$ cat src/rtl/lane_serializer.sv
// Parallel-to-serial spawn pattern emitter feeding a game-lane shift register.
// Optional LFSR auto-spawn in IDLE is enabled by defining LFSR_AUTO_EN.
module lane_serializer #(
  parameter int          W         = 5,
  parameter int          GAP_TICKS = 2,
  parameter logic [7:0]  SEED      = 8'hA5
) (
  input  logic         clk,
  input  logic         clr_n,
  input  logic         tick,
  input  logic         abort,
  input  logic         dir,
  input  logic         pat_valid,
  input  logic [W-1:0] pat_data,
  output logic         pat_ready,
  output logic         serial,
  output logic         serial_valid,
  output logic         busy,
  output logic         done
);

  localparam int BW = $clog2(W + 1);
  localparam logic [BW-1:0] LAST_BIT = BW'(W - 1);
  localparam logic [3:0]    LAST_GAP = 4'(GAP_TICKS - 1);

  if (W < 2 || W > 8 || GAP_TICKS < 0 || GAP_TICKS > 15 || SEED == 8'h00) begin : g_param_err
    $error("lane_serializer: parameter out of range");
  end

  typedef enum logic [1:0] {IDLE, SHIFT, GAP} state_t;

  state_t          state_q,  state_d;
  logic [W-1:0]    shreg_q,  shreg_d;
  logic            dir_q,    dir_d;
  logic [BW-1:0]   bitcnt_q, bitcnt_d;
  logic [3:0]      gapcnt_q, gapcnt_d;
  logic            serial_q, serial_d;
  logic            done_q,   done_d;
  logic            sv_q;

`ifdef LFSR_AUTO_EN
  logic [7:0] lfsr_q, lfsr_d;
  logic       lfsr_fb;
  // x^8 + x^6 + x^5 + x^4 + 1
  assign lfsr_fb = lfsr_q[7] ^ lfsr_q[5] ^ lfsr_q[4] ^ lfsr_q[3];
`endif

  assign pat_ready    = (state_q == IDLE);
  assign busy         = (state_q != IDLE);
  assign serial       = serial_q;
  assign serial_valid = sv_q;
  assign done         = done_q;

  always_comb begin
    state_d  = state_q;
    shreg_d  = shreg_q;
    dir_d    = dir_q;
    bitcnt_d = bitcnt_q;
    gapcnt_d = gapcnt_q;
    serial_d = serial_q;
    done_d   = 1'b0;
`ifdef LFSR_AUTO_EN
    lfsr_d   = lfsr_q;
`endif
    if (abort) begin
      state_d  = IDLE;
      shreg_d  = '0;
      bitcnt_d = '0;
      gapcnt_d = '0;
      serial_d = 1'b0;
    end else begin
      case (state_q)
        IDLE: begin
          if (tick) serial_d = 1'b0;
          if (pat_valid) begin
            shreg_d  = pat_data;
            dir_d    = dir;
            bitcnt_d = '0;
            state_d  = SHIFT;
          end
`ifdef LFSR_AUTO_EN
          else if (tick) begin
            shreg_d  = lfsr_q[W-1:0];
            dir_d    = dir;
            bitcnt_d = '0;
            lfsr_d   = {lfsr_q[6:0], lfsr_fb};
            state_d  = SHIFT;
          end
`endif
        end
        SHIFT: begin
          if (tick) begin
            serial_d = dir_q ? shreg_q[W-1] : shreg_q[0];
            shreg_d  = dir_q ? {shreg_q[W-2:0], 1'b0} : {1'b0, shreg_q[W-1:1]};
            bitcnt_d = bitcnt_q + 1'b1;
            if (bitcnt_q == LAST_BIT) begin
              if (GAP_TICKS > 0) begin
                gapcnt_d = '0;
                state_d  = GAP;
              end else begin
                state_d  = IDLE;
                done_d   = 1'b1;
              end
            end
          end
        end
        GAP: begin
          if (tick) begin
            serial_d = 1'b0;
            gapcnt_d = gapcnt_q + 1'b1;
            if (gapcnt_q == LAST_GAP) begin
              state_d = IDLE;
              done_d  = 1'b1;
            end
          end
        end
        default: state_d = IDLE;
      endcase
    end
  end

  always_ff @(posedge clk or negedge clr_n) begin
    if (!clr_n) begin
      state_q  <= IDLE;
      shreg_q  <= '0;
      dir_q    <= 1'b0;
      bitcnt_q <= '0;
      gapcnt_q <= '0;
      serial_q <= 1'b0;
      done_q   <= 1'b0;
      sv_q     <= 1'b0;
    end else begin
      state_q  <= state_d;
      shreg_q  <= shreg_d;
      dir_q    <= dir_d;
      bitcnt_q <= bitcnt_d;
      gapcnt_q <= gapcnt_d;
      serial_q <= serial_d;
      done_q   <= done_d;
      sv_q     <= tick;
    end
  end

`ifdef LFSR_AUTO_EN
  always_ff @(posedge clk or negedge clr_n) begin
    if (!clr_n) lfsr_q <= SEED;
    else        lfsr_q <= lfsr_d;
  end
`endif

endmodule

$ cat config.mk
export PLATFORM = sky130hd
export DESIGN_NAME = lane_serializer
export DESIGN_NICKNAME = d
export VERILOG_FILES = /design/src/rtl/lane_serializer.sv
export SDC_FILE = /design/constraint.sdc
export NUM_CORES = 1
export LEC_CHECK = 0
export ABC_AREA = 1
export CAP_MARGIN = 30
export CORE_ASPECT_RATIO = 1.25
export CORE_UTILIZATION = 35
export CTS_BUF_LIST = sky130_fd_sc_hd__clkbuf_4
export DETAILED_ROUTE_END_ITERATION = 12
export PLACE_DENSITY_LB_ADDON = 0.15
export SLEW_MARGIN = 15
export SYNTH_ARGS = -nofsm -noshare
export SYNTH_HDL_FRONTEND = slang
export SYNTH_SLANG_ARGS = --single-unit
$ cat constraint.sdc
create_clock -name clk -period 1.7 [get_ports clk]
set_input_delay 0.51 -clock clk [delete_from_list [all_inputs] [get_ports clk]]
set_output_delay 0.51 -clock clk [all_outputs]
set_load 0.01 [all_outputs]
-- Word-level counts from Yosys, hierarchy flattened
Cells that the tools add are included.
W data, S select, Z words.
- add/subtract/negate cells: 2
- bitwise gates (word level): 1
- reduce and logical (&&, ||, !) cells: 11
- eq/ne operators: 10
- mux-type cells: 30
- operator list (kind ; count):
    $mux W5 ; 4
    $mux W4 ; 4
    $ne A3 B3 Y1 const B ; 5
    $mux W2 ; 6
    $pmux W5 S2 ; 1
    $mux W3 ; 3
    $reduce_and A3 Y1 ; 3
    $reduce_bool A3 Y1 ; 3
    $mux W1 ; 8
    $pmux W4 S2 ; 1
    $pmux W2 S3 ; 1
    $pmux W3 S2 ; 1
    $reduce_and A5 Y1 ; 1
    $add A4 B1 Y4 const B ; 1
    $eq A4 B1 Y1 const B ; 1
    $reduce_and A4 Y1 ; 1
    $add A3 B1 Y3 const B ; 1
    $eq A3 B3 Y1 const B ; 1
    $ne A3 B1 Y1 const B ; 1
    $eq A2 B1 Y1 const B ; 1
    $eq A2 B2 Y1 const B ; 1
    $logic_not A2 Y1 ; 1
    $pmux W1 S2 ; 1
    $reduce_bool A2 Y1 ; 1
    2 further kinds ; 2
- word-level logic and storage cells: 62
- bits in registers: 18
- input port bits: 11
- output and inout port bits: 5

-- Depth between registers and ports, before layout
Gate-level depths: netlist (run 1).
- depth in word-level cells: 5
- gate-level depth with buffers: 9
- depth with buffers taken out: 9

-- Worst setup path before layout (run 1)
OpenSTA, ideal clock, no wires.
- kind: reg2reg
- from: reg state_q[1]
- to: reg bitcnt_q[2]
- slack: 0.419 ns
- cell stages (with the launch flop): 7
- library setup time: 0.126 ns
- data arrival time: 1.155 ns
- data required time: 1.574 ns
- cells stage by stage: dfrtp_1 -> buf_2 -> nor2_1 -> nand3_1 -> nand3_2 -> buf_6 -> o21ai_0
- cells in the longest elaborated chain, start to end: 3
- RTL lines (item ; RTL line ; text):
    from (decl) ; 32 ; state_t state_q, state_d;
    from (signal assigned) ; 133 ; state_q <= state_d;
    $logic_not A2 Y1 (*) ; n/a ;
    net pat_ready ; 15 ; output logic pat_ready,
    $ne A3 B3 Y1 (no source line), or another cell as far along ; n/a ;
    $reduce_and A3 Y1 (no source line) / $mux W3 (equally long branches) ; n/a ;
    to (signal assigned) ; 136 ; bitcnt_q <= bitcnt_d;
    to (decl) ; 35 ; logic [BW-1:0] bitcnt_q, bitcnt_d;
Mark *: on every way through the listed nets, which the timed path passes. The rest lies on a longest branch.
A chain may end at the register's enable or synchronous reset.

-- Worst setup path in the final report (run 1)
- from: reg done_q (netlist: done)
- to: out done
- RTL lines (item ; RTL line ; text):
    from (decl) ; 38 ; logic done_q, done_d;
    from (signal assigned) ; 139 ; done_q <= done_d;
    to (decl) ; 19 ; output logic done
No word-level cell between the ends.

==> results of run 1 <==
[synth_stat cells]
master	n	area [sq um]
sky130_fd_sc_hd__buf_6	1	11.3
sky130_fd_sc_hd__nand3_1	6	30.0
sky130_fd_sc_hd__nor2_2	1	6.26
sky130_fd_sc_hd__dfrtp_1	18	450
sky130_fd_sc_hd__nor3_1	1	5.00
sky130_fd_sc_hd__nor2_4	1	11.3
sky130_fd_sc_hd__or2_2	1	6.26
sky130_fd_sc_hd__a21oi_1	3	15.0
sky130_fd_sc_hd__nand3_2	1	10.0
sky130_fd_sc_hd__nand2_1	57	214
sky130_fd_sc_hd__o21ai_1	2	10.0
sky130_fd_sc_hd__buf_2	1	5.00
sky130_fd_sc_hd__o21ai_0	13	65.1
sky130_fd_sc_hd__nor2_1	18	67.6
sky130_fd_sc_hd__inv_1	10	37.5
sky130_fd_sc_hd__xor2_1	2	17.5
sky130_fd_sc_hd__nand2_2	1	6.26
sky130_fd_sc_hd__ha_1	4	50.1
sky130_fd_sc_hd__nand4_1	1	6.26
sky130_fd_sc_hd__inv_2	2	7.51
sky130_fd_sc_hd__o211ai_1	1	7.51
[per-layer routing]
metal / track usage [%] / vias to the layer above
li1: - / 526
met1: 22.7 / 472
met2: 27.2 / 20
met3: 2.19 / 4
met4: 5.21 / 0
met5: 0 / -
[repair_timing]
| action | 4_1_cts | 5_1_grt |
|---|---|---|
| setup buffers | 2 | 2 |
| resized for setup | 8 | 2 |
| endpoints found under the setup margin | 3 | 2 |
| pin swaps | 0 | 0 |
[worst paths after layout]
path                                 start  slack [ps]           to
worst min-delay path                 clr_n         520        dir_q
max in group asynchronous            clr_n         980  bitcnt_q[0]
min in group clk                shreg_q[2]         520   shreg_q[2]
worst min register to register  shreg_q[2]         520   shreg_q[2]
worst max register to register  state_q[1]         200  bitcnt_q[0]
worst max-delay path                  done          40         done
[power groups by stage]
stage | clock network (uW) | registers [uW] | logic [uW]
detailed placement | 0 | 648 | 922
floorplan | 0 | 629 | 569
finish | 218 | 639 | 971
CTS | 231 | 636 | 939
global placement | 0 | 651 | 912
global route | 239 | 659 | 1110
[cells by family (layout without fill, tap and decap cells)]
| logic type | after synthesis | after routing | share of synthesized area [%] |
|---|---|---|---|
| buffers and inverters | 14 | 48 | 5.90 |
| AND/OR/NAND/NOR | 88 | 88 | 34.9 |
| flip-flops | 18 | 18 | 43.3 |
| adder cells (fa/ha/maj) | 4 | 4 | 4.81 |
| XOR/XNOR | 2 | 2 | 1.69 |
| AO/OA/AOI/OAI | 19 | 19 | 9.39 |
[area by class of cell]
cell class | count | area, sq um | share of cell area (%)
Multi-Input combinational cell | 113 | 531 | 38.8
Sequential cell | 18 | 450 | 32.9
Timing Repair Buffer | 32 | 274 | 20.0
Inverter | 12 | 45.0 | 3.29
Tap cell | 34 | 42.5 | 3.11
Clock buffer | 3 | 22.5 | 1.65
Clock inverter | 1 | 3.75 | 0.274
[registers in the layout, indices dropped and copies added (netlist names)]
register,count
bitcnt_q,3
state_q,2
serial,1
gapcnt_q,4
shreg_q,5
serial_valid,1
done,1
dir_q,1
[through the flow]
stage | hold WS [ps] | setup WS (ps)
finish | 519 | 35.3
global route | 544 | 4.57
CTS | 521 | 10.0
detailed placement | 494 | -186
global placement | 490 | -148
floorplan | 214 | 419
==> report_table.html, run 1 <==
<table>
<tr><th>Metric</th><th>Value</th></tr>
<tr><th colspan="2">Worst setup path</th></tr>
<tr><td>Cell class contributing the biggest share of worst-path delay</td><td>buffers and inverters</td></tr>
<tr><td>Setup crit end kind</td><td>output pin</td></tr>
<tr><td>Worst path slowest cell</td><td>sky130_fd_sc_hd__clkdlybuf4s50_1</td></tr>
<tr><td>Arrival time of data at the critical path endpoint</td><td>1150 ps</td></tr>
<tr><td>CP Cell Sequence</td><td>clkdlybuf4s50_1</td></tr>
<tr><td>CP required</td><td>1190 ps</td></tr>
<tr><td>Worst-path fanout max</td><td>1</td></tr>
<tr><td>Worst R2R Path Depth</td><td>8</td></tr>
<tr><td>Critical path type</td><td>reg -&gt; out</td></tr>
<tr><td>Largest stage delay on the critical path</td><td>520 ps</td></tr>
<tr><td>Startpoint Class</td><td>flip-flop</td></tr>
<tr><td>Number of buffer and inverter instances along the worst setup path</td><td>1</td></tr>
<tr><td>WP depth</td><td>1</td></tr>
<tr><th colspan="2">Floorplan</th></tr>
<tr><td>I/O pin count</td><td>16</td></tr>
<tr><td>Die span in x</td><td>50.8 um</td></tr>
<tr><td>Starting Density</td><td>37.7%</td></tr>
<tr><td>DIE AREA</td><td>3190 sq um</td></tr>
<tr><td>Height of the chip</td><td>62.9 um</td></tr>
<tr><td>Standard-cell rows</td><td>21</td></tr>
<tr><td>Placeable core region</td><td>2760 sq um</td></tr>
<tr><th colspan="2">GRT</th></tr>
<tr><td>Antenna violations before repair</td><td>0</td></tr>
<tr><td>Total global-route track usage</td><td>16.7%</td></tr>
<tr><td>First-pass GRT wire length</td><td>4150 um</td></tr>
<tr><td>Maximum number of pins on one net before global-route repair</td><td>19</td></tr>
<tr><td>Overall overflow remaining after global route</td><td>0</td></tr>
<tr><td>Number of global-route vias before repair</td><td>969</td></tr>
<tr><th colspan="2">STA</th></tr>
<tr><td>Final worst path period share</td><td>97.9%</td></tr>
<tr><td>Pins over their slew limit</td><td>0</td></tr>
<tr><td>Setup TNS</td><td>0 ps</td></tr>
<tr><td>Slew at the pin closest to its max-slew limit</td><td>261 ps</td></tr>
<tr><td>Final hold viol count</td><td>0</td></tr>
<tr><td>Relative slew slack</td><td>82.5%</td></tr>
<tr><td>Setup-failing EPs final</td><td>0</td></tr>
<tr><td>Maximum clock frequency</td><td>0.601 GHz</td></tr>
<tr><td>Setup repair after global routing missed its margin</td><td>false</td></tr>
<tr><td>Fin crit period</td><td>1660 ps</td></tr>
<tr><td>Worst setup skew after layout</td><td>7.09 ps</td></tr>
<tr><th colspan="2">Worst hold path</th></tr>
<tr><td>HP Class</td><td>in -&gt; async</td></tr>
<tr><th colspan="2">Detailed routing</th></tr>
<tr><td>DRC marker count from the first detailed-route iteration</td><td>16</td></tr>
<tr><td>DR WL met3</td><td>60 um</td></tr>
<tr><td>Number of routed nets with antenna violations</td><td>0</td></tr>
<tr><td>DRC violation count after routing</td><td>0</td></tr>
<tr><td>Wire per inst</td><td>11.0 um</td></tr>
<tr><td>Total number of vias</td><td>1022</td></tr>
<tr><td>Vias per cell</td><td>4.80</td></tr>
<tr><td>Total wire length</td><td>2330 um</td></tr>
<tr><td>First-pass DRT Iterations</td><td>4</td></tr>
<tr><td>Sum of met2 wire segment lengths after detailed routing</td><td>1090 um</td></tr>
<tr><td>Metal-1 WL</td><td>1160 um</td></tr>
<tr><td>Uppermost layer routed</td><td>met4</td></tr>
<tr><th colspan="2">Power</th></tr>
<tr><td>Int Power</td><td>1040 uW</td></tr>
<tr><td>Total power after layout</td><td>1830 uW</td></tr>
<tr><td>Leakage Power</td><td>0.000726 uW</td></tr>
<tr><td>Combinational share of power</td><td>53.1%</td></tr>
<tr><td>Clock power frac</td><td>12.0%</td></tr>
<tr><td>Sw frac</td><td>43.0%</td></tr>
<tr><td>Peak ir drop on the vdd network</td><td>0.891 mV</td></tr>
<tr><td>Sequential group share of total power</td><td>35.0%</td></tr>
<tr><td>Total power divided by cell area</td><td>1340 nW/um^2</td></tr>
<tr><td>Power spent charging and discharging nets</td><td>785 uW</td></tr>
<tr><th colspan="2">Synth</th></tr>
<tr><td>Mapped Avg Cell Area</td><td>7.17 sq um</td></tr>
<tr><td>Number of synthesized register bits</td><td>18</td></tr>
<tr><td>Sequential area share after synthesis</td><td>43.3%</td></tr>
<tr><td>Yosys warning total</td><td>0</td></tr>
<tr><td>Count of distinct cell types in the synthesized netlist</td><td>21</td></tr>
<tr><td>Net count after synthesis</td><td>160</td></tr>
<tr><td>Combined area of all synthesized cells</td><td>1040 sq um</td></tr>
<tr><td>Synth Instances</td><td>145</td></tr>
<tr><th colspan="2">Final layout</th></tr>
<tr><td>Post-Layout Cell Count</td><td>213</td></tr>
<tr><td>Layout fillers</td><td>282</td></tr>
<tr><td>P&amp;R area growth vs syn</td><td>31.6%</td></tr>
<tr><td>Fraction of final layout cells with drive strength greater than 1</td><td>16.8%</td></tr>
<tr><td>Post-layout instance area</td><td>1370 sq um</td></tr>
<tr><td>Final core utilization</td><td>49.6%</td></tr>
<tr><td>Number of nets in the finished design</td><td>195</td></tr>
<tr><td>Most common cell after layout, fill and taps aside</td><td>sky130_fd_sc_hd__nand2_1</td></tr>
<tr><td>Highest-count cells in the layout ignoring fill and taps</td><td>57 x sky130_fd_sc_hd__nand2_1, 18 x sky130_fd_sc_hd__dfrtp_1, 17 x sky130_fd_sc_hd__nor2_1, 17 x sky130_fd_sc_hd__buf_4, 13 x sky130_fd_sc_hd__o21ai_0</td></tr>
<tr><td>Antenna diode instance count</td><td>0</td></tr>
<tr><th colspan="2">Place</th></tr>
<tr><td>RD Place Congestion</td><td>0.863</td></tr>
<tr><td>Post-place instance area</td><td>1310 sq um</td></tr>
<tr><td>Half-perimeter wire length after detailed placement</td><td>1800 um</td></tr>
<tr><td>Count of placed standard cells including taps</td><td>205</td></tr>
<tr><td>Number of port buffers</td><td>15</td></tr>
<tr><th colspan="2">Clock tree</th></tr>
<tr><td>Hold-fix buffer count after cts</td><td>0</td></tr>
<tr><td>Clk sinks</td><td>18</td></tr>
<tr><td>Clock tree from TritonCTS</td><td>done</td></tr>
<tr><td>Num CTS Buffers</td><td>3</td></tr>
<tr><td>Clk Latency, worst-skew pair</td><td>300 ps</td></tr>
<tr><td>CTS Root Cell</td><td>sky130_fd_sc_hd__clkbuf_4</td></tr>
<tr><td>Clock-pin slew on the worst setup and hold paths</td><td>100 ps</td></tr>
<tr><td>CTS H-tree lvls</td><td>1</td></tr>
<tr><td>Number of buffers between clock root and the deepest sink</td><td>2</td></tr>
<tr><th colspan="2">Run status</th></tr>
<tr><td>Run status</td><td>finished, final reports clean</td></tr>
<tr><th colspan="2">Flow run</th></tr>
<tr><td>Max-cap viol count</td><td>0</td></tr>
</table>
Note: power is estimated with default switching activity, not from simulation.
==> inputs of run 2 (changes only) <==
--- a/config.mk
+++ b/config.mk
@@ -11,6 +11,7 @@
 export CORE_UTILIZATION = 35
 export CTS_BUF_LIST = sky130_fd_sc_hd__clkbuf_4
 export DETAILED_ROUTE_END_ITERATION = 12
+export GPL_ROUTABILITY_DRIVEN = 0
 export PLACE_DENSITY_LB_ADDON = 0.15
 export SLEW_MARGIN = 15
 export SYNTH_ARGS = -nofsm -noshare
==> constraint.sdc (replaced) <==
create_clock -name clk -period 1.7 [get_ports clk]
set_input_delay 0.51 -clock clk [delete_from_list [all_inputs] [get_ports clk]]
set_output_delay 0.51 -clock clk [all_outputs]
set_load 0.02 [all_outputs]
==> report_table.html, run 2 (synthesis results as in run 1) <==
<table>
<tr><th>Metric</th><th>Value</th></tr>
<tr><th colspan="2">Run status</th></tr>
<tr><td>Run status</td><td>finished, final reports clean (unchanged)</td></tr>
<tr><th colspan="2">Detailed routing</th></tr>
<tr><td>DRC marker count from the first detailed-route iteration</td><td>29 (was 16)</td></tr>
<tr><td>Number of routed nets with antenna violations</td><td>0 (unchanged)</td></tr>
<tr><td>Total number of vias</td><td>975 (was 1022)</td></tr>
<tr><td>DRC violation count after routing</td><td>0 (unchanged)</td></tr>
<tr><td>Total wire length</td><td>2330 um (about the same)</td></tr>
<tr><td>First-pass DRT Iterations</td><td>4 (unchanged)</td></tr>
<tr><td>Vias per cell</td><td>4.64 (was 4.80)</td></tr>
<tr><td>Wire per inst</td><td>11.1 um (was 11.0 um)</td></tr>
<tr><th colspan="2">Floorplan</th></tr>
<tr><td>Height of the chip</td><td>62.9 um (unchanged)</td></tr>
<tr><td>Standard-cell rows</td><td>21 (unchanged)</td></tr>
<tr><td>Die span in x</td><td>50.8 um (unchanged)</td></tr>
<tr><td>DIE AREA</td><td>3190 sq um (unchanged)</td></tr>
<tr><td>Placeable core region</td><td>2760 sq um (unchanged)</td></tr>
<tr><td>I/O pin count</td><td>16 (unchanged)</td></tr>
<tr><td>Starting Density</td><td>37.7% (unchanged)</td></tr>
<tr><th colspan="2">GRT</th></tr>
<tr><td>Overall overflow remaining after global route</td><td>0 (unchanged)</td></tr>
<tr><td>Antenna violations before repair</td><td>0 (unchanged)</td></tr>
<tr><td>Maximum number of pins on one net before global-route repair</td><td>19 (unchanged)</td></tr>
<tr><td>First-pass GRT wire length</td><td>4040 um (was 4150 um)</td></tr>
<tr><td>Number of global-route vias before repair</td><td>966 (was 969)</td></tr>
<tr><td>Total global-route track usage</td><td>16.7% (about the same)</td></tr>
<tr><th colspan="2">STA</th></tr>
<tr><td>Final worst path period share</td><td>91.3% (was 97.9%)</td></tr>
<tr><td>Relative slew slack</td><td>83.6% (was 82.5%)</td></tr>
<tr><td>Pins over their slew limit</td><td>0 (unchanged)</td></tr>
<tr><td>Maximum clock frequency</td><td>0.644 GHz (was 0.601 GHz)</td></tr>
<tr><td>Final hold viol count</td><td>0 (unchanged)</td></tr>
<tr><td>Setup-failing EPs final</td><td>0 (unchanged)</td></tr>
<tr><td>Setup repair after global routing missed its margin</td><td>false (unchanged)</td></tr>
<tr><td>Worst setup skew after layout</td><td>7.05 ps (was 7.09 ps)</td></tr>
<tr><td>Slew at the pin closest to its max-slew limit</td><td>245 ps (was 261 ps)</td></tr>
<tr><td>Worst hold margin</td><td>518 ps (was 519 ps)</td></tr>
<tr><td>Fin crit period</td><td>1550 ps (was 1660 ps)</td></tr>
<tr><th colspan="2">Clock tree</th></tr>
<tr><td>Clk sinks</td><td>18 (unchanged)</td></tr>
<tr><td>CTS H-tree lvls</td><td>1 (unchanged)</td></tr>
<tr><td>Clock-pin slew on the worst setup and hold paths</td><td>110 ps (was 100 ps)</td></tr>
<tr><td>Num CTS Buffers</td><td>3 (unchanged)</td></tr>
<tr><td>Clock tree from TritonCTS</td><td>done (unchanged)</td></tr>
<tr><td>Number of buffers between clock root and the deepest sink</td><td>2 (unchanged)</td></tr>
<tr><td>Hold-fix buffer count after cts</td><td>0 (unchanged)</td></tr>
<tr><td>CTS Root Cell</td><td>sky130_fd_sc_hd__clkbuf_4 (unchanged)</td></tr>
<tr><td>Clk Latency, worst-skew pair</td><td>290 ps (was 300 ps)</td></tr>
<tr><th colspan="2">Worst setup path</th></tr>
<tr><td>CP Cell Sequence</td><td>nor2_2 &gt; buf_2 (was clkdlybuf4s50_1)</td></tr>
<tr><td>Setup crit end kind</td><td>output pin (unchanged)</td></tr>
<tr><td>Critical path type</td><td>reg -&gt; out (unchanged)</td></tr>
<tr><td>Worst-path fanout max</td><td>4 (was 1)</td></tr>
<tr><td>Startpoint Class</td><td>flip-flop (unchanged)</td></tr>
<tr><td>CP required</td><td>1190 ps (about the same)</td></tr>
<tr><td>Arrival time of data at the critical path endpoint</td><td>1040 ps (was 1150 ps)</td></tr>
<tr><td>Worst path slowest cell</td><td>sky130_fd_sc_hd__dfrtp_1 (was sky130_fd_sc_hd__clkdlybuf4s50_1)</td></tr>
<tr><td>Largest stage delay on the critical path</td><td>430 ps (was 520 ps)</td></tr>
<tr><th colspan="2">Final layout</th></tr>
<tr><td>Highest-count cells in the layout ignoring fill and taps</td><td>57 x sky130_fd_sc_hd__nand2_1, 18 x sky130_fd_sc_hd__dfrtp_1, 17 x sky130_fd_sc_hd__nor2_1 (was 57 x sky130_fd_sc_hd__nand2_1, 18 x sky130_fd_sc_hd__dfrtp_1, 17 x sky130_fd_sc_hd__nor2_1, 17 x sky130_fd_sc_hd__buf_4, 13 x sky130_fd_sc_hd__o21ai_0)</td></tr>
<tr><td>Post-layout instance area</td><td>1340 sq um (was 1370 sq um)</td></tr>
<tr><td>P&amp;R area growth vs syn</td><td>28.9% (was 31.6%)</td></tr>
<tr><td>Post-Layout Cell Count</td><td>210 (was 213)</td></tr>
<tr><td>Most common cell after layout, fill and taps aside</td><td>sky130_fd_sc_hd__nand2_1 (unchanged)</td></tr>
<tr><td>Fraction of final layout cells with drive strength greater than 1</td><td>15.9% (was 16.8%)</td></tr>
<tr><td>Max reg flops</td><td>5 (unchanged)</td></tr>
<tr><td>Antenna diode instance count</td><td>0 (unchanged)</td></tr>
<tr><td>Number of nets in the finished design</td><td>193 (was 195)</td></tr>
<tr><td>Register with the highest flop count</td><td>shreg_q (unchanged)</td></tr>
<tr><td>Registers with the most flip-flops</td><td>shreg_q (5), gapcnt_q (4), bitcnt_q (3) (unchanged)</td></tr>
<tr><th colspan="2">Place</th></tr>
<tr><td>Number of port buffers</td><td>15 (unchanged)</td></tr>
<tr><td>Post-place instance area</td><td>1330 sq um (was 1310 sq um)</td></tr>
<tr><td>Count of placed standard cells including taps</td><td>207 (was 205)</td></tr>
<tr><td>Half-perimeter wire length after detailed placement</td><td>1790 um (was 1800 um)</td></tr>
<tr><th colspan="2">Power</th></tr>
<tr><td>Leakage Power</td><td>0.000710 uW (was 0.000726 uW)</td></tr>
<tr><td>Total power divided by cell area</td><td>1350 nW/um^2 (was 1340 nW/um^2)</td></tr>
<tr><td>Peak ir drop on the vdd network</td><td>0.736 mV (was 0.891 mV)</td></tr>
<tr><th colspan="2">Worst hold path</th></tr>
<tr><td>HP Class</td><td>reg -&gt; reg (was in -&gt; async)</td></tr>
<tr><th colspan="2">Flow run</th></tr>
<tr><td>Max-cap viol count</td><td>0 (unchanged)</td></tr>
</table>
==> run 2: layer usage <==
layer,GRT usage [%],vias to the layer above,wire length (um),part of all wire [%]
li1,-,519,-,-
met1,20.9,437,1150,49
met2,28.3,15,1100,47
met3,2.19,4,52,2.2
met4,6.25,0,28,1.2
met5,0,-,0,0
==> run 2: path summary, 6_finish.rpt <==
kind / start / slack [ps] / end / cells past startpoint
worst max register to register: state_q[1] / 310 / bitcnt_q[2] / 7
worst min-delay path: shreg_q[1] / 520 / shreg_q[1] / 2
worst min register to register: shreg_q[1] / 520 / shreg_q[1] / 2
worst max-delay path: state_q[1] / 150 / pat_ready / 2
min in group asynchronous: clr_n / 540 / dir_q / 2
max in group asynchronous: clr_n / 950 / bitcnt_q[2] / 2
==> run 2: where the power goes <==
part	switching (uW)	internal (uW)	total, uW
logic	566	379	946
clock network	135	82.5	217
registers	113	538	651
==> run 2: final cells by class <==
class | instances | area (sq um)
Clock buffer | 3 | 22.5
Fill cell | 286 | 1420
Sequential cell | 18 | 450
Multi-Input combinational cell | 113 | 531
Tap cell | 34 | 42.5
Timing Repair Buffer | 30 | 249
Inverter | 12 | 45.0
==> run 2: metrics by stage <==
| stage | power, uW | utilization, % | setup slack (ps) | setup TNS, ps |
|---|---|---|---|---|
| 5_1_grt | 1980 | 48.6 | 55.4 | 0 |
| 3_3_place_gp | 1630 | 48.2 | -149 | -1340 |
| 4_1_cts | 1850 | 49.0 | 1.75 | 0 |
| 6_report | 1810 | 48.6 | 148 | 0 |
| 3_5_place_dp | 1640 | 48.2 | -155 | -1640 |
| 2_1_floorplan | 1230 | - | 269 | 0 |
==> run 2: critical path, delay by kind of cell (launching register included) <==
kind                   cells  cell delay [ps]
AND/OR/NAND/NOR            1              150
buffers and inverters      1              180
flip-flops                 1              430
==> run 2: repair_timing <==
action	4_1_cts	5_1_grt
setup endpoints to repair	5	2
setup buffers	0	0
resized for setup	9	2
cloned	0	0
endpoints found under the hold margin	0	0
==> edit: new RTL, config.mk and constraints of run 2 <==
Build with the macro `LFSR_AUTO_EN` defined.
--- a/src/rtl/lane_serializer.sv
+++ b/src/rtl/lane_serializer.sv
@@ -1,4 +1,6 @@
 // Parallel-to-serial spawn pattern emitter feeding a game-lane shift register.
 // Optional LFSR auto-spawn in IDLE is enabled by defining LFSR_AUTO_EN.
+`define LFSR_AUTO_EN
+
 module lane_serializer #(
   parameter int          W         = 5,
Formal check against the unedited RTL: not equivalent (a bounded check fails within 4 cycles, from zero or initial values).
==> edit against run 2 <==
Design area increased by 33%. Clock skew decreased by 0.0013 ns. Sequential cell count increased by 8. Area after synthesis increased by 37%. Power increased by 35%. Sequential share of layout area increased by 3.3 points. Via count increased by 27%. Wire length increased by 28%. Setup slack got worse by 0.044 ns. Highest routed layer unchanged.
==> edit: results (changes against run 2) <==
metric;value;unit;change
pre-CTS setup slack;-0.156;ns;-0.00119 ns
Synth area leaders;dfrtp_1 (39%), nand2_1 (16%), dfstp_2 (7.4%);;
Skew-Pair Late Insertion Delay;0.32;ns;+0.03 ns
met3 wire len;115;microns;+120%
met2 WL;1500;microns;+36%
Avg WL per Cell;11.3;microns;+1.6%
Setup Fix Bufs, Post-CTS;1;;+1
Total Routing Usage GR;0.160;;-0.00669
LEAKAGE;0.836;nW;+18%
DP HPWL;2350;microns;+31%
GR Layer Usage met1;0.193;;-0.0167
layout cells sized above 1;0.205;;+0.0457
number of global-route vias before repair;1251;;+30%
syn nets;191;;+19%
Top Registers;lfsr_q (8), shreg_q (5), gapcnt_q (4);;
clk slew on worst S/H paths;0.14;ns;+0.03 ns
nets;226;;+17%
DR vias;1237;;+27%
wl on met1;1320;microns;+14%
worst reg2reg path depth;9;;+2
first-pass GRT wire length;5250;microns;+30%
register area share after synthesis;0.459;;+0.0256
Crit Path Max Fanout;3;;-1
Seq pwr share;0.422;;+0.063
Initial DRC Count;41;;+41%
met3 Track Usage GR;0.0158;;-0.00605
switch share;0.423;;-0.0258
status;finished clean;;
clock power share;0.108;;-0.012
Post-synth top cells;nand2_1 (61), dfrtp_1 (22), nand3_1 (15), o21ai_0 (13), nor2_1 (10);;
critical path data arrival time;1.09;ns;+0.05 ns
GR Layer Usage met2;0.283;;-0.000505
largest net degree at the start of global routing;27;;+8
number of fill cells in the layout;398;;+39%
Final Skew;0.00571;ns;-0.00134 ns
Slew headroom;0.838;;+0.00219
worst vdd ir;0.000506;V;-31%
==> edit: cell count changes after synthesis, sizes merged <==
cell,delta
nand3,+11
nand2,+9
nor2,-9
o21ai,+6
dfrtp,+4
dfstp,+4
xnor2,+3
a31oi,+1
clkinv,+1
inv,-1
nor3,+1
xor2,+1
==> edit: worst paths after layout <==
check                      slack, ns        from           to
max in group asynchronous       0.95       clr_n    lfsr_q[0]
max reg2reg                     0.37  state_q[0]   state_q[1]
min in group asynchronous       0.52       clr_n  gapcnt_q[2]
min                             0.50   lfsr_q[6]    lfsr_q[7]
min reg2reg                     0.50   lfsr_q[6]    lfsr_q[7]
max                             0.10  state_q[1]    pat_ready
==> edit: cells by family after synthesis <==
kind of cell / after synthesis / share of synthesized area
xor+xnor: 6 / 0.0368
compound gates: 26 / 0.0937
simple gates: 100 / 0.325
flops: 26 / 0.459
fa+ha+maj: 4 / 0.0350
buf+inv: 14 / 0.0508
==> edit: per-stage QoR <==
stage / total power, mW / instances / hold slack, ns / cell area (sq um) / setup TNS [ns]
after floorplan: 1.78 / 176 / 0.214 / 1430 / 0
after global placement: 2.20 / 259 / 0.457 / 1760 / -1.81
after detailed placement: 2.23 / 259 / 0.467 / 1760 / -2.18
after CTS: 2.49 / 264 / 0.496 / 1780 / 0
after global routing: 2.68 / 264 / 0.500 / 1780 / 0
final: 2.45 / 264 / 0.495 / 1780 / 0
==> edit: final cells by class <==
class / instances / area [sq um] / share of cell area
Multi-Input combinational cell: 136 / 701 / 0.394
Sequential cell: 26 / 656 / 0.369
Timing Repair Buffer: 32 / 277 / 0.156
Tap cell: 54 / 67.6 / 0.0380
Inverter: 12 / 50.0 / 0.0282
Clock buffer: 3 / 22.5 / 0.0127
Clock inverter: 1 / 3.75 / 0.00211
